--- src/rtl/lgp_pkg.sv ---
// lgp_pkg: op codes, field widths and pipe states shared by logic_gate_pipe and lgp_reduce
package lgp_pkg;
    localparam int OP_W  = 3;
    localparam int CNT_W = 16;
    localparam logic [OP_W-1:0] OP_AND  = 3'd0;
    localparam logic [OP_W-1:0] OP_OR   = 3'd1;
    localparam logic [OP_W-1:0] OP_XOR  = 3'd2;
    localparam logic [OP_W-1:0] OP_NAND = 3'd3;
    localparam logic [OP_W-1:0] OP_NOR  = 3'd4;
    localparam logic [OP_W-1:0] OP_XNOR = 3'd5;
    typedef enum logic {EMPTY, FULL} state_e;
endpackage

--- src/rtl/lgp_reduce.sv ---
// lgp_reduce: combinational bitwise reduction of NUM_IN operands selected by op; reserved ops give zero
module lgp_reduce
    import lgp_pkg::*;
#(
    parameter int WIDTH  = 8,
    parameter int NUM_IN = 2
) (
    input  logic [OP_W-1:0]         op,
    input  logic [NUM_IN*WIDTH-1:0] x,
    output logic [WIDTH-1:0]        z,
    output logic                    bad_op
);
    logic [WIDTH-1:0] a, o, e;
    always_comb begin
        a = x[WIDTH-1:0];
        o = x[WIDTH-1:0];
        e = x[WIDTH-1:0];
        for (int k = 1; k < NUM_IN; k++) begin
            a = a & x[k*WIDTH +: WIDTH];
            o = o | x[k*WIDTH +: WIDTH];
            e = e ^ x[k*WIDTH +: WIDTH];
        end
        z = op == OP_AND  ? a  :
            op == OP_OR   ? o  :
            op == OP_XOR  ? e  :
            op == OP_NAND ? ~a :
            op == OP_NOR  ? ~o :
            op == OP_XNOR ? ~e : '0;
    end
    assign bad_op = op > OP_XNOR;
endmodule

--- src/rtl/logic_gate_pipe.sv ---
// logic_gate_pipe: 1-cycle registered bitwise gate with valid/ready; txn_cnt exists only with LOGIC_GATE_PIPE_STATS_EN
module logic_gate_pipe
    import lgp_pkg::*;
#(
    parameter int WIDTH  = 8,
    parameter int NUM_IN = 2
) (
    input  logic                    clk,
    input  logic                    rst,
    input  logic                    in_valid,
    output logic                    in_ready,
    input  logic [OP_W-1:0]         op,
    input  logic [NUM_IN*WIDTH-1:0] x,
    output logic                    out_valid,
    input  logic                    out_ready,
    output logic [WIDTH-1:0]        z,
    output logic                    z_all,
    output logic                    z_any,
    output logic                    err
`ifdef LOGIC_GATE_PIPE_STATS_EN
    ,
    output logic [CNT_W-1:0]        txn_cnt
`endif
);
    state_e state, nxt;
    logic [WIDTH-1:0] rz;
    logic bad, acc, drain;
    lgp_reduce #(.WIDTH(WIDTH), .NUM_IN(NUM_IN)) u_reduce (
        .op(op),
        .x(x),
        .z(rz),
        .bad_op(bad)
    );
    assign out_valid = state == FULL;
    assign in_ready  = !out_valid || out_ready;
    assign acc       = in_valid && in_ready;
    assign drain     = out_valid && out_ready;
    always_ff @(posedge clk or posedge rst)
        if (rst) state <= EMPTY;
        else state <= nxt;
    always_comb begin
        nxt = acc ? FULL : drain ? EMPTY : state;
    end
    always_ff @(posedge clk or posedge rst) begin
        if (rst) begin
            z     <= '0;
            z_all <= 1'b0;
            z_any <= 1'b0;
            err   <= 1'b0;
        end else if (acc) begin
            z     <= rz;
            z_all <= &rz;
            z_any <= |rz;
            err   <= err | bad;
        end
    end
`ifdef LOGIC_GATE_PIPE_STATS_EN
    always_ff @(posedge clk or posedge rst)
        if (rst) txn_cnt <= '0;
        else if (acc && txn_cnt != '1) txn_cnt <= txn_cnt + 1'b1;
`endif
endmodule

--- config.mk ---
export PLATFORM = sky130hd
export DESIGN_NAME = logic_gate_pipe
export DESIGN_NICKNAME = d
export VERILOG_FILES = /design/src/rtl/lgp_pkg.sv /design/src/rtl/lgp_reduce.sv /design/src/rtl/logic_gate_pipe.sv
export SDC_FILE = /design/constraint.sdc
export NUM_CORES = 1
export LEC_CHECK = 0
export ABC_AREA = 0
export CAP_MARGIN = 10
export CORE_UTILIZATION = 34
export DETAILED_ROUTE_END_ITERATION = 16
export DONT_BUFFER_PORTS = 1
export PLACE_DENSITY_LB_ADDON = 0.2
export SLEW_MARGIN = 0
export SYNTH_ARGS = -nofsm -noshare
export SYNTH_HDL_FRONTEND = slang
export SYNTH_SLANG_ARGS = --single-unit
--- constraint.sdc ---
create_clock -name clk -period 3.63 [get_ports clk]
set_input_delay 0.1815 -clock clk [delete_from_list [all_inputs] [get_ports clk]]
set_output_delay 0.1815 -clock clk [all_outputs]
set_load 0.02 [all_outputs]
Word-level counts from Yosys, hierarchy flattened
Cells that the tools add are included.
- $add $sub $neg: 0
- $mul: 0
- divide/modulo/power cells: 0
- magnitude comparators: 1
- eq/ne operators: 5
- shift-type cells: 0
- mux-type cells: 8
- bitwise logic cells: 7
- reduce and logical (&&, ||, !) cells: 8
- operators with widths (cell ; number):
    $mux W8 ; 6
    $not A8 Y8 ; 3
    $and A8 B8 Y8 ; 1
    $or A8 B8 Y8 ; 1
    $reduce_and A8 Y1 ; 1
    $reduce_or A8 Y1 ; 1
    $xor A8 B8 Y8 ; 1
    $eq A3 B2 Y1 const B ; 2
    $eq A3 B3 Y1 const B ; 2
    $eq A3 B1 Y1 const B ; 1
    $gt A3 B3 Y1 const B ; 1
    $logic_not A3 Y1 ; 1
    $logic_and A1 B1 Y1 ; 2
    $mux W1 ; 2
    $reduce_bool A2 Y1 ; 1
    $logic_not A1 Y1 ; 1
    $logic_or A1 B1 Y1 ; 1
    $or A1 B1 Y1 ; 1
- bits in registers: 12
- bits in latches: 0
- RAM bits: 0
- bits in read-only memories: 0
- bits of input ports: 23
- output and inout port bits: 13
- logic and storage cells: 34
- memories: 0

Longest topological paths before layout
Gate-level depths: netlist (run 1).
- word-level depth: 9
- gate-level depth with buffers: 8
- depth with buffers taken out: 8

Modules after synthesis
A second synthesis (run 1) with hierarchy kept.
- cells, all modules: 139
- area, all modules: 1229.9 µm²
- by module, submodules not included (module ; instances ; cells each ; area an instance (µm²) ; seq. area each (µm²)):
    lgp_reduce ; 1 ; 105 ; 695.7 ; 0.0
    logic_gate_pipe ; 1 ; 34 ; 534.3 ; 300.3

Least setup slack after synthesis (run 1)
Ideal clock, no wire load.
- kind: reg2reg
- start: register state, in the netlist out_valid
- end: register z_all
- setup time: 104 ps
- data arrival time: 1456 ps
- data required time: 3526 ps
- slack: 2070 ps
- cell stages (with the launch flop): 6
- path buffers: 1
- period minus slack after synthesis: 1560 ps
- cell sequence: dfrtp_1 nand2b_1 and2_1 clkbuf_1 nand2_1 o41ai_2
- cells in the longest elaborated chain, start to end: 3
- ends and longest elaborated chain (element ; line ; RTL):
    start, declared ; logic_gate_pipe.sv:25 ; state_e state, nxt;
    start signal, assigned ; logic_gate_pipe.sv:40 ; else state <= nxt;
    $logic_not A1 Y1 ; logic_gate_pipe.sv:35 ; assign in_ready = !out_valid || out_ready;
    $logic_or A1 B1 Y1 ; logic_gate_pipe.sv:35 ;
    via in_ready ; logic_gate_pipe.sv:11 ; output logic in_ready,
    $logic_and A1 B1 Y1 ; logic_gate_pipe.sv:36 ; assign acc = in_valid && in_ready;
    end signal, assigned ; logic_gate_pipe.sv:52 ; z_all <= &rz;
    end, declared ; logic_gate_pipe.sv:17 ; output logic z_all,
The timed path passes the listed nets, and every way through them passes these cells.
A chain may end at the register's enable or synchronous reset.

Worst setup path after layout (run 1)
Same ends and word-level chain as after synthesis.

==> results.ini, run 1 <==
[synth]
synth-seq-area-share=0.249
yosysMostFrequentCell=nand2_1
synth.top_cells.by_area=dfrtp_1 (25%), ha_1 (17%), nand2_1 (9.3%)
syn_area_sq_um=1200
yosys_warnings=0
yosysUniqueCellTypes=29
ys.flop_type=dfrtp_1
syn-num-nets=199
syn_avg_cell_area_sq_um=7.53
synthTopCellsByCount=nand2_1 (30), inv_1 (24), nor2_1 (17)
synth_largest_area_cell=dfrtp_1
async_flop_share=1.00
synth.top_cell.area_share=0.249
synthCells=160
ys_ff_latch=12
synth_edf_count=0

[placed_design]
place_congestion=0.746
dp.cells=198
place_ws_ps=2010
dp_hpwl_um=1890
io_buffers=0

[flow_run]
cap_viol_max_count=0

[floorplan]
rows=21
coreArea_sq_um=3360
die_x_um=61.5
die_h_um=61.5
die-area_sq_um=3790
ioPinCount=36
initial_utilization=0.358

[sta]
tns_ps=0
fmax_mhz=623
whs_ps=14.0
relSlewSlack=0.654
setup_viol=0
worstMarginPinSlew_ps=515
period_needed_ps=1600
rsz0062_at_grt=no
finalHoldViolations=0
setup_slack_ps=2030
finalCritPeriodShare=0.442
finClkSkew_ps=1.36
drv_slew=0

[grt]
grt_pass1_wl_um=4120
grt_max_degree=42
grt_antenna_before_repair=0
grt_overflow_total=0
grt_pass1_vias=986
grt_usage=0.142

[cts]
cts_buffers=3
cts_tree=yes
cts.htree.levels=1
clock_path_buffers=2
postCtsSetupBuffers=0
insertion_delay_ps=280
cts.sinks=12
clock-root-buffer=clkbuf_4
clk_pin_slew_ps=80

[worst_setup_path]
worst_r2r_endpoint=z_all
worstPathArrival_ps=1780
reg2reg_from=out_valid
startpoint_type=flop
r2r_setup_slack_ps=2030
cp.required_ps=3810
r2r_cells=4
path_max_fanout=9
cp-startpoint=out_valid
crit_type=reg -> reg
endpoint_kind=flop
worstSetupEndpoint=z_all

[layout]
fin_cells=203
drive_gt1_frac=0.0510
seqCellArea_sq_um=300
final_nets=197
multiInputGateArea_sq_um=743
antenna_cells=0
final_util=0.368
fill_cells=394
syn2layout_area_growth_pct=2.70

[detailed_routing]
ant_nets=0
vias=989
routedWlPerCell_um=11.9
wl_um=2420
remaining_drc_errors=0
drt_iter0_drc=35
firstDrtPassIters=4
avgViaCountPerCell=4.87

[power_and_ir_drop]
p_per_area_nw_per_um2=311
p_leak_nw=0.637
peakVddDrop_mv=0.0942

[min_path]
hp-class=in -> reg
min_from=in_valid

[outcome]
status=completed

[cells in the final DEF (no fill, tap or decap), types with 2 or more instances in the layout]
cell type  synthesis  routed
nand2_1           30      30
dfrtp_1           12      12
nor4_1             2       2
a21oi_1            9       9
ha_1              16      16
clkbuf_4           0       3
o21ai_0            8       8
nor3_1             3       3
inv_1             24      24
mux2i_1            7       7
o21ai_1            2       2
a211oi_1           4       4
nand2b_1           4       4
nor2_1            17      17
a22oi_1            2       2
o22ai_1            3       3
[worst max-delay path: stages, from the launching register on]
cell,delay (ps)
dfrtp_1,460
nand2b_1,280
and2_1,350
nand2_1,130
o41ai_2,290
[how the worst min path moves through the flow]
| stage | end | slack [ps] | cells after the start |
|---|---|---|---|
| after floorplan | err | 50 | 1 |
| after CTS | out_valid | 20 | 1 |
| after global placement | out_valid | 90 | 1 |
| after detailed placement | z[0] | 120 | 1 |
| after global routing | out_valid | 20 | 1 |
| final | out_valid | 10 | 1 |
[routing by layer]
metal	share of wire	routed length, um	up-vias	global-route usage
met5	0	0	-	0
met4	0.011	27	0	0.0476
met3	0.054	130	4	0.0189
met2	0.47	1150	22	0.243
met1	0.46	1110	438	0.183
li1	-	-	525	-
[logic make-up after synthesis]
family                     after synthesis  share of synthesized area
adders and majority gates               16                      0.166
muxes                                    7                     0.0582
and+or+nand+nor                         59                      0.206
buffers and inverters                   32                      0.134
DFF                                     12                      0.249
AOI/OAI and AO/OA                       34                      0.187
[timing repair]
item                                   CTS  global route
hold buffers                             1             0
endpoints found under the hold margin   12             0
gates resized for setup                  0             0
[state kept, by name (all words and copies together) (netlist names)]
signal and cells:
z_any 1, z 8, z_all 1, out_valid 1, err 1
[power breakdown]
| part | internal, mW | total, mW | switching [mW] |
|---|---|---|---|
| clock network | 0.0610 | 0.109 | 0.0483 |
| logic | 0.0397 | 0.0948 | 0.0551 |
| registers | 0.149 | 0.181 | 0.0313 |
[through the flow]
step / power (mW) / area (sq um)
after floorplan: 0.272 / 1200
after global placement: 0.274 / 1190
after detailed placement: 0.278 / 1190
after CTS: 0.386 / 1240
after global routing: 0.410 / 1240
final: 0.385 / 1240
[area by class of cell]
cell class	instances	area share
clock buffer	4	0.0293
inverter	24	0.0728
multi-input combinational	116	0.601
sequential	12	0.243
tap	46	0.0465
timing repair buffer	1	0.00809
Note: power is estimated with default switching activity, not from simulation.
==> run 2: changes to the inputs <==
==> constraint.sdc (replaced) <==
create_clock -name clk -period 1.56 [get_ports clk]
set_input_delay 0.078 -clock clk [delete_from_list [all_inputs] [get_ports clk]]
set_output_delay 0.078 -clock clk [all_outputs]
set_load 0.02 [all_outputs]
==> results.ini, run 2 (synthesized netlist as in run 1, its figures left out) <==
[detailed_routing]
wl_um=2430  ; +0.54%
routedWlPerCell_um=11.7  ; -1.4%
drt_iter0_drc=40  ; +14%
remaining_drc_errors=0  ; unchanged
avgViaCountPerCell=4.97  ; +1.9%
ant_nets=0  ; unchanged
firstDrtPassIters=4  ; unchanged
vias=1028  ; +3.9%

[cts]
cts.sinks=12  ; unchanged
cts_buffers=3  ; unchanged
clk_pin_slew_ps=70  ; about the same
cts_tree=yes
clock-root-buffer=clkbuf_4
insertion_delay_ps=260  ; -20 ps
clock_path_buffers=2  ; unchanged
cts.htree.levels=1  ; unchanged
ctsResizeCount=0  ; unchanged

[worst_setup_path]
cp_slowest_cell=dfrtp_1
crit_type=reg -> reg
cp_num_buf_inv=0  ; unchanged
crit_family=simple AND/OR/NAND/NOR gates
endpoint_kind=flop
worstSetupEndpoint=z_any
cp.required_ps=1680  ; -2130 ps
r2r_setup_slack_ps=340  ; -1690 ps
worstPathArrival_ps=1340  ; -440 ps
worst_r2r_endpoint=z_any
startpoint_type=flop
r2r_cells=4  ; unchanged
cp_cell_sequence=nand2b_2 > nand2_1 > nor2_1 > a41oi_1
cp-startpoint=out_valid
reg2reg_from=out_valid
critPathMaxStageDelay_ps=390  ; -70 ps
cp_num_cells=4  ; unchanged
path_max_fanout=10  ; +1

[layout]
multiInputGateArea_sq_um=746  ; +0.34%
regMostFlops=z
drive_gt1_frac=0.0621  ; +0.0112
final_common_cell=nand2_1
layout_common_cells=nand2_1 (30), inv_1 (24), nor2_1 (17)
final_nets=202  ; +2.5%
antenna_cells=0  ; unchanged
fill_cells=375  ; -4.8%
largest_register_ffs=8  ; unchanged
syn2layout_area_growth_pct=5.50
seqCellArea_sq_um=300  ; unchanged

[sta]
setup_viol=0  ; unchanged
finalCritPeriodShare=0.785  ; +0.343
finalHoldViolations=0  ; unchanged
relSlewSlack=0.689  ; +0.0349
period_needed_ps=1220  ; -380 ps
finClkSkew_ps=3.77  ; +2.41 ps
tns_ps=0  ; unchanged
fmax_mhz=817  ; +31%
worstMarginPinSlew_ps=463  ; -52.0 ps
rsz0062_at_grt=no
drv_slew=0  ; unchanged

[power_and_ir_drop]
peakVddDrop_mv=0.236  ; +150%
p_clk_frac=0.217  ; -0.067
power_switching_mw=0.295  ; +120%
seq_power_share=0.504  ; +0.035
power_mw=0.834  ; +120%
power.internal_mw=0.539  ; +120%
p_leak_nw=0.652  ; +2.4%
power_frac_comb=0.279  ; +0.033
p_per_area_nw_per_um2=656  ; +110%
p_sw_frac=0.353  ; +0.00322

[flow_run]
cap_viol_max_count=0  ; unchanged

[grt]
grt_overflow_total=0  ; unchanged
grt_pass1_vias=978  ; -0.81%
grtUsageMet1=0.159  ; -0.0241
grt_antenna_before_repair=0  ; unchanged
met3_usage=0.0315  ; +0.0126
met2_usage=0.260  ; +0.0169
grt_usage=0.137  ; -0.00474
grt_pass1_wl_um=3930  ; -4.5%
grt_max_degree=42  ; unchanged
grt-busiest-layer=met2

[min_path]
hp-class=in -> reg
min_from=op[1]

[outcome]
status=completed

[floorplan]
die-area_sq_um=3790  ; unchanged
initial_utilization=0.358  ; unchanged
ioPinCount=36  ; unchanged
rows=21  ; unchanged
coreArea_sq_um=3360  ; unchanged
die_h_um=61.5  ; unchanged
die_x_um=61.5  ; unchanged

[placed_design]
place_congestion=0.748  ; +0.25%
dp_hpwl_um=1950  ; +3.0%
io_buffers=0  ; unchanged

-- run 2: changes by cell type in the layout (fill, tap and decap cells not counted), sizes merged --
cell         change
dlygate4sd3      +3
buf              +2
clkbuf           -1
-- run 2: worst register-to-register path, delay by kind of cell, from the launching register on --
kind             cells  cell delay (ps)
AO/OA/AOI/OAI        1              110
flip-flops           1              390
AND/OR/NAND/NOR      3              590
-- run 2: layout make-up --
type                    instances  share of cell area
clock buffers                   3              0.0177
inverters                      24              0.0709
multi-input cells             116               0.587
flip-flops and latches         12               0.236
well taps                      46              0.0453
repair buffers                  6              0.0433
-- run 2: power groups by stage --
stage,clock network [mW],logic (mW),registers (mW)
after detailed placement,0,0.226,0.427
after floorplan,0,0.214,0.420
after global routing,0.200,0.270,0.426
after CTS,0.192,0.236,0.421
final,0.181,0.233,0.420
after global placement,0,0.220,0.425
-- run 2: routing by layer --
layer,vias up,share of wire
li1,526,-
met1,478,0.42
met2,24,0.52
met3,0,0.058
met4,0,0
met5,-,0
-- run 2: what timing repair did --
item                                   4_1_cts  5_1_grt
hold buffers                                 4        0
endpoints found under the hold margin       14        0
setup buffers                                0        0
-- run 2: through the flow --
| stage | utilization | hold WS [ps] | worst slack, ps | cells | instance area (sq um) |
|---|---|---|---|---|---|
| floorplan | - | -57.3 | 95.1 | 160 | 1210 |
| global placement | 0.359 | -8.43 | 180 | 200 | 1210 |
| detailed placement | 0.359 | -4.50 | 172 | 200 | 1210 |
| CTS | 0.378 | 44.6 | 328 | 207 | 1270 |
| global route | 0.378 | 69.5 | 208 | 207 | 1270 |
| finish | 0.378 | 58.1 | 336 | 207 | 1270 |
-- run 2: worst min-delay path by stage --
stage                      to  depth (start not counted)  slack (ps)
floorplan                 err                          1         -60
detailed placement  out_valid                          1          -4
global placement         z[0]                          1          -8
finish                   z[2]                          3          60
CTS                      z[2]                          3          40
global route             z[2]                          3          70
==> run 3: changes to the inputs <==
==> constraint.sdc (replaced) <==
create_clock -name clk -period 1.1 [get_ports clk]
set_input_delay 0.055 -clock clk [delete_from_list [all_inputs] [get_ports clk]]
set_output_delay 0.055 -clock clk [all_outputs]
set_load 0.02 [all_outputs]
==> results.ini, run 3 (synthesized netlist as in run 1, its figures left out) <==
[worst_setup_path]
cp_slowest_cell=dfrtp_2
r2r_cells=4  ; unchanged
reg2reg_from=out_valid
critPathMaxStageDelay_ps=430  ; +40 ps
r2r_setup_slack_ps=60  ; -280 ps
worstPathArrival_ps=1220  ; -120 ps
endpoint_kind=flop
path_max_fanout=5  ; -5
startpoint_type=flop
cp.required_ps=1280  ; -400 ps
worst_r2r_endpoint=z_all
crit_type=reg -> reg
cp_cell_sequence=nand2b_4 > and2_4 > nand2_2 > o41ai_2

[sta]
finalCritPeriodShare=0.945  ; +0.160
finClkSkew_ps=3.10  ; -0.669 ps
relSlewSlack=0.691  ; +0.00200
worstMarginPinSlew_ps=463  ; +0.0503 ps
whs_ps=29.1  ; -29.0 ps
setup_viol=0  ; unchanged
setup_slack_ps=60.4  ; -275 ps
finalHoldViolations=0  ; unchanged
drv_slew=0  ; unchanged
rsz0062_at_grt=no
period_needed_ps=1040  ; -185 ps
fmax_mhz=962  ; +18%

[layout]
final_common_cell=nand2_1
antenna_cells=0  ; unchanged
fill_cells=350  ; -6.7%
final_nets=215  ; +6.4%
largest_register_ffs=8  ; unchanged
layout_common_cells=nand2_1 (29), inv_1 (22), nor2_1 (16)
fin_cells=221  ; +6.8%
drive_gt1_frac=0.217  ; +0.155
syn2layout_area_growth_pct=20.7
regMostFlops=z

[placed_design]
io_buffers=0  ; unchanged
dp.cells=211  ; +5.5%
place_ws_ps=-272  ; -444 ps
dp_hpwl_um=2020  ; +3.7%
place_congestion=0.746  ; -0.27%

[cts]
cts_tree=yes
cts_buffers=3  ; unchanged
cts.sinks=12  ; unchanged
insertion_delay_ps=270  ; about the same
clock_path_buffers=2  ; unchanged
clock-root-buffer=clkbuf_4
cts.htree.levels=1  ; unchanged
clk_pin_slew_ps=80  ; about the same

[floorplan]
ioPinCount=36  ; unchanged
coreArea_sq_um=3360  ; unchanged
die-area_sq_um=3790  ; unchanged
initial_utilization=0.358  ; unchanged
rows=21  ; unchanged
die_x_um=61.5  ; unchanged
die_h_um=61.5  ; unchanged

[power_and_ir_drop]
p_per_area_nw_per_um2=947  ; +44%
power_mw=1.38  ; +65%
p_leak_nw=0.730  ; +12%
peakVddDrop_mv=0.532  ; +130%

[flow_run]
cap_viol_max_count=0  ; unchanged

[grt]
grt_max_degree=42  ; unchanged
grt_antenna_before_repair=0  ; unchanged
grt_overflow_total=0  ; unchanged
grt_pass1_vias=980  ; +0.20%
grt_usage=0.139  ; +0.00225
grt_pass1_wl_um=3980  ; +1.2%

[detailed_routing]
firstDrtPassIters=4  ; unchanged
wl_um=2590  ; +6.7%
routedWlPerCell_um=11.7  ; about the same
drt_iter0_drc=31  ; -23%
ant_nets=0  ; unchanged
remaining_drc_errors=0  ; unchanged
avgViaCountPerCell=4.87  ; -2.0%
vias=1076  ; +4.7%

[min_path]
min_path_cells=3  ; unchanged
hold_end=z[0]
hp-class=in -> reg
min_from=op[1]

[outcome]
status=completed

==> run 3: changes by cell type in the layout (fill, tap and decap cells not counted), sizes merged <==
cell    before  now
clkbuf       3    4
buf          2   14
and2         1    2
==> run 3: critical path: cells and delay by family (launching register included) <==
| kind | cells | cell delay (ps) |
|---|---|---|
| compound gates | 1 | 190 |
| flops | 1 | 430 |
| simple gates | 3 | 330 |
==> run 3: cell type report <==
class / count / area [sq um] / share of cell area
multi-input cells: 117 / 823 / 0.566
flip-flops and latches: 12 / 302 / 0.207
repair buffers: 18 / 145 / 0.0998
inverters: 24 / 90.1 / 0.0620
well taps: 46 / 57.6 / 0.0396
clock buffers: 4 / 36.3 / 0.0250
==> run 3: layer usage <==
layer  share of wire  GRT usage  vias to the layer above
li1                -          -                      560
met1            0.41      0.146                      497
met2            0.52      0.273                       19
met3           0.064     0.0504                        0
met4               0    0.00952                        0
met5               0          0                        -
==> run 3: per-stage QoR <==
| step | utilization | setup TNS [ps] | cell area [sq um] |
|---|---|---|---|
| global route | 0.432 | 0 | 1450 |
| floorplan | - | -256 | 1280 |
| global placement | 0.401 | -630 | 1350 |
| CTS | 0.423 | 0 | 1420 |
| detailed placement | 0.401 | -723 | 1350 |
| finish | 0.432 | 0 | 1450 |
==> run 3: power by group <==
part	switching, mW	total (mW)	internal (mW)	leakage [nW]
Combinational	0.209	0.422	0.213	0.567
Clock	0.158	0.360	0.201	0.0210
Sequential	0.102	0.595	0.493	0.142
Total	0.470	1.38	0.907	0.730
==> run 3: worst max path at each step <==
stage / end / startpoint
2_1_floorplan: z_all / op[0]
3_3_place_gp: z_all / x[0]
3_5_place_dp: z_all / x[0]
4_1_cts: z_all / x[0]
5_1_grt: z_all / x[0]
6_report: z_all / out_valid
==> run 3: repair_timing <==
action	in CTS	in global routing
hold buffers	4	0
gates resized for setup	0	3
setup endpoints to repair	0	1
hold endpoints to repair	14	0
buffers inserted	0	1
